$ cat src/rtl/ir_tx_scheduler.sv
// IR transmit scheduler: one round-robin arbitrated launch per 10 Hz tick,
// with tick queueing, overrun counting and a start-timeout watchdog.
module ir_tx_scheduler #(
  parameter logic [3:0] IDLE_CMD      = 4'b0000,
  parameter bit         SEND_IDLE     = 1'b1,
  parameter int         START_TIMEOUT = 1023,
  parameter int         TO_WIDTH      = 10
) (
  input  logic        CLK,
  input  logic        RESET,
  input  logic        TICK_CLK,
  input  logic [3:0]  REQ,
  input  logic [15:0] CMD_IN,
  output logic [3:0]  GNT,
  output logic        TX_START,
  output logic [3:0]  TX_CMD,
  input  logic        TX_BUSY,
  output logic [7:0]  OVERRUN_CNT,
  output logic        ERR_STICKY
);

  typedef enum logic [1:0] {
    S_IDLE,
    S_ARB,
    S_SEND,
    S_WAIT
  } state_t;

  state_t              state_q, state_d;
  logic                tick_q, tick_d;
  logic                armed_q, armed_d;
  logic                pending_q, pending_d;
  logic [1:0]          rr_q, rr_d;
  logic [3:0]          gnt_q, gnt_d;
  logic                start_q, start_d;
  logic [3:0]          cmd_q, cmd_d;
  logic [7:0]          ovr_q, ovr_d;
  logic                err_q, err_d;
  logic [TO_WIDTH-1:0] to_q, to_d;

  logic                tick_pulse;
  logic [2:0]          pick;
  logic                found;
  logic [1:0]          win;

  // {found, index} of first request after ptr, wrapping modulo 4
  function automatic logic [2:0] rr_pick(
    input logic [3:0] req,
    input logic [1:0] ptr
  );
    logic [1:0] idx;
    rr_pick = 3'b000;
    for (int i = 1; i <= 4; i++) begin
      idx = ptr + 2'(i);
      if (!rr_pick[2] && req[idx])
        rr_pick = {1'b1, idx};
    end
  endfunction

  // armed_q masks the first cycle after reset so a high TICK_CLK
  // at release is not mistaken for a rising edge
  assign tick_pulse = armed_q & TICK_CLK & ~tick_q;
  assign pick       = rr_pick(REQ, rr_q);
  assign found      = pick[2];
  assign win        = pick[1:0];

  always_comb begin
    state_d   = state_q;
    tick_d    = TICK_CLK;
    armed_d   = 1'b1;
    pending_d = pending_q;
    rr_d      = rr_q;
    gnt_d     = 4'b0000;
    start_d   = 1'b0;
    cmd_d     = cmd_q;
    ovr_d     = ovr_q;
    err_d     = err_q;
    to_d      = to_q;

    unique case (state_q)
      S_IDLE: begin
        if (tick_pulse || pending_q) begin
          state_d   = S_ARB;
          pending_d = tick_pulse & pending_q;
        end
      end
      S_ARB: begin
        if (found) begin
          cmd_d   = CMD_IN[{win, 2'b00} +: 4];
          gnt_d   = 4'b0001 << win;
          start_d = 1'b1;
          rr_d    = win;
          to_d    = '0;
          state_d = S_SEND;
        end else if (SEND_IDLE) begin
          cmd_d   = IDLE_CMD;
          start_d = 1'b1;
          to_d    = '0;
          state_d = S_SEND;
        end else begin
          state_d = S_IDLE;
        end
      end
      S_SEND: begin
        if (TX_BUSY) begin
          state_d = S_WAIT;
        end else if (to_q == TO_WIDTH'(START_TIMEOUT)) begin
          err_d   = 1'b1;
          state_d = S_IDLE;
        end else begin
          to_d = to_q + TO_WIDTH'(1);
        end
      end
      S_WAIT: begin
        if (!TX_BUSY)
          state_d = S_IDLE;
      end
      default: state_d = S_IDLE;
    endcase

    // only one tick can be queued; further ones are counted as lost
    if (state_q != S_IDLE && tick_pulse) begin
      if (!pending_q)
        pending_d = 1'b1;
      else if (ovr_q != 8'hFF)
        ovr_d = ovr_q + 8'd1;
    end
  end

  always_ff @(posedge CLK or negedge RESET) begin
    if (!RESET) begin
      state_q   <= S_IDLE;
      tick_q    <= 1'b0;
      armed_q   <= 1'b0;
      pending_q <= 1'b0;
      rr_q      <= 2'd3;
      gnt_q     <= 4'b0000;
      start_q   <= 1'b0;
      cmd_q     <= IDLE_CMD;
      ovr_q     <= 8'd0;
      err_q     <= 1'b0;
      to_q      <= '0;
    end else begin
      state_q   <= state_d;
      tick_q    <= tick_d;
      armed_q   <= armed_d;
      pending_q <= pending_d;
      rr_q      <= rr_d;
      gnt_q     <= gnt_d;
      start_q   <= start_d;
      cmd_q     <= cmd_d;
      ovr_q     <= ovr_d;
      err_q     <= err_d;
      to_q      <= to_d;
    end
  end

  assign GNT         = gnt_q;
  assign TX_START    = start_q;
  assign TX_CMD      = cmd_q;
  assign OVERRUN_CNT = ovr_q;
  assign ERR_STICKY  = err_q;

endmodule

$ cat config.mk
export PLATFORM = sky130hd
export DESIGN_NAME = ir_tx_scheduler
export DESIGN_NICKNAME = d
export VERILOG_FILES = /design/src/rtl/ir_tx_scheduler.sv
export SDC_FILE = /design/constraint.sdc
export NUM_CORES = 1
export LEC_CHECK = 0
export BUFFER_PORTS_ARGS = -buffer_cell sky130_fd_sc_hd__buf_2
export CORE_ASPECT_RATIO = 0.6
export CORE_UTILIZATION = 47
export DETAILED_ROUTE_END_ITERATION = 10
export GPL_TIMING_DRIVEN = 0
export PLACE_DENSITY = 0.73
export SLEW_MARGIN = 20
export SYNTH_ARGS = -nofsm -noshare
export SYNTH_HDL_FRONTEND = slang
export SYNTH_SLANG_ARGS = --single-unit
$ cat constraint.sdc
create_clock -name CLK -period 1.75 [get_ports CLK]
set_input_delay 0.0875 -clock CLK [delete_from_list [all_inputs] [get_ports CLK]]
set_output_delay 0.0875 -clock CLK [all_outputs]
set_load 0.01 [all_outputs]
==> impl_metrics.py <==
metrics = {
    "worst_setup_path": {
        "worstPathArrival_ps": 1920,
        "crit_type": "reg -> reg",
        "cp-start-kind": "register",
        "critPathMaxFanout": 10,
        "cp_data_required_time_ps": 1960,
        "end_kind": "register",
    },
    "clocking": {
        "insertion_delay_ps": 290,
        "htreeDepth": 2,
        "path_clk_slew_ps": 80,
        "tritoncts": "done",
        "cts_buffer_depth": 2,
        "numCtsBuffers": 5,
        "clock_sinks": 35,
        "cts-root-buf": "clkbuf_8",
    },
    "floorplanning": {
        "die_h_um": 49.3,
        "dieArea_um2": 3990,
        "start_util_pct": 51.5,
        "core_um2": 3400,
        "placementRows": 16,
        "die_w_um": 80.9,
        "ios": 42,
    },
    "grt": {
        "grt_pass1_wl_um": 6380,
        "antenna_found_initial": 0,
        "overflow": 0,
        "gr-usage-all-layers_pct": 21.7,
        "grt_max_degree": 36,
        "grt_pass1_vias": 1360,
    },
    "sta": {
        "final.period_utilization_pct": 97.9,
        "slew_violations": 0,
        "rsz0062_at_grt": "true",
        "fmax_ghz": 0.584,
        "worstMarginPinSlew_ps": 764,
        "finalSetupViolCount": 0,
        "final.min_clock_period_ps": 1710,
        "setup_tns_ps": 0,
        "layout_setup_ws_ps": 36.4,
        "finalClockSkew_ps": 10.1,
        "hold_viol": 0,
        "slew_headroom_pct": 49.1,
        "hold_slack_ps": 86.2,
    },
    "logic_synthesis": {
        "yosysTopAreaCell": "dfrtp_1",
        "ys_top_cells_by_count": "dfrtp_1, nand2_1, nand3_1",
        "synth-seq-cells": 35,
        "syn_nets": 188,
        "synthFlopType": "dfrtp_1",
        "syn_area_um2": 1750,
        "ys_top_cells_by_area": "dfrtp_1, xnor2_1, nand3_1",
        "yosys_warnings": 0,
        "synth_top_area_share_pct": 47.1,
        "synth_edf_count": 0,
        "syn_inst": 162,
        "synth.avg_cell_area_um2": 10.8,
        "synth.most_common_cell": "dfrtp_1",
        "synth_cell_types": 40,
        "synthArstFlopShare_pct": 100,
        "yosysSeqAreaShare_pct": 50.1,
    },
    "placed_design": {
        "gp_congestion": 0.860,
        "hpwl_um": 2630,
        "place_ws_ps": -127,
        "portBuffers": 41,
    },
    "route": {
        "firstDrtPassIters": 4,
        "drtIter0Drc": 89,
        "finalWirelength_um": 3900,
        "viasPerCell": 5.25,
        "wl_per_cell_um": 14.6,
        "ant_nets": 0,
        "drc_errors": 0,
        "via_count": 1406,
    },
    "power_and_ir_drop": {
        "power_density_nw_per_um2": 1390,
        "p_leak_nw": 1.11,
        "total_power_mw": 3.23,
        "vdd_ir_drop_max_mv": 0.725,
    },
    "finish": {
        "area_growth_pct": 32.7,
        "layout.nets": 248,
        "drive_gt1_share_pct": 41.3,
        "antenna_cells": 0,
    },
    "job": {
        "max_cap_viol_count": 0,
    },
    "status": {
        "run_status": "finished clean",
    },
    "worst_hold_path": {
        "min_path_type": "in -> reg",
    },
}
## layout by cell type (no fill, tap or decap), types with 3 or more instances in the layout
master     n
xor2_1     3
o21ai_0    7
nand2_1   16
buf_4      9
clkbuf_8   5
nor2b_1    3
nand4_1    5
nand2b_1   3
xnor2_1    9
dfrtp_1   32
or2_2      3
nor2_1    12
buf_6      4
mux2_2     5
mux2i_1    5
o211ai_2   4
buf_2     41
nor3_1     3
nand3_1   13
## where the power goes
group	switching (mW)	internal (mW)
Sequential	0.156	1.01
Combinational	0.591	0.602
Clock	0.300	0.568
## worst paths after layout
path | slack (ps) | end | start | depth (start not counted)
hold / removal | 90 | state_q[0] | TX_BUSY | 3
max in group asynchronous | 820 | state_q[0] | RESET | 2
min in group asynchronous | 400 | armed_q | RESET | 2
hold reg to reg | 480 | ERR_STICKY | ERR_STICKY | 1
setup reg to reg | 40 | TX_CMD[0] | rr_q[1] | 6
setup / recovery | 40 | TX_CMD[0] | rr_q[1] | 6
## metrics by stage
stage	util, %	cell area (um2)	cells
detailed placement	59.2	2020	248
global placement	59.2	2020	248
CTS	64.3	2190	259
global route	68.4	2330	268
floorplan	-	1750	162
finish	68.4	2330	268
## area by class of cell
class,instances,area (um2)
Tap cell,45,56.3
Timing Repair Buffer,53,313
Fill cell,276,1080
Clock buffer,5,68.8
Multi-Input combinational cell,120,886
Inverter,3,11.3
Buffer,4,45.0
Clock inverter,3,67.6
Sequential cell,35,880
## registers in the layout (all words and copies together) (netlist names)
name	cells
to_q	10
OVERRUN_CNT	8
GNT	4
TX_CMD	4
rr_q	2
state_q	2
ERR_STICKY	1
TX_START	1
armed_q	1
pending_q	1
tick_q	1
## what timing repair did
action,in CTS,in global routing
hold endpoints to repair,34,0
setup buffers,1,9
hold buffers,2,0
pin swaps,3,8
gates resized for setup,1,13
gates cloned,0,0
setup endpoints to repair,6,14
## layer usage
layer,GRT usage (%),routed length (um)
met5,0,0
met4,7.14,43
met3,5.61,174
met2,34.7,1960
met1,28.4,1720
## kinds of logic (layout without fill, tap and decap cells)
logic type / count (synthesis) / after routing / share of synthesized area, %
buf+inv: 7 / 68 / 3.00
other cells: 1 / 1 / 0.214
compound gates: 22 / 22 / 10.8
xor+xnor: 12 / 12 / 5.99
fa+ha+maj: 3 / 3 / 2.00
simple gates: 70 / 70 / 20.4
mux: 12 / 12 / 7.49
flops: 35 / 35 / 50.1
## critical path, stage by stage (launching register included)
cell and delay, ps:
dfstp_2 590, and3b_1 230, o31ai_4 90, buf_12 140, or2_2 280, buf_6 150
o211ai_2 160
(Power assumes the default switching activity.)
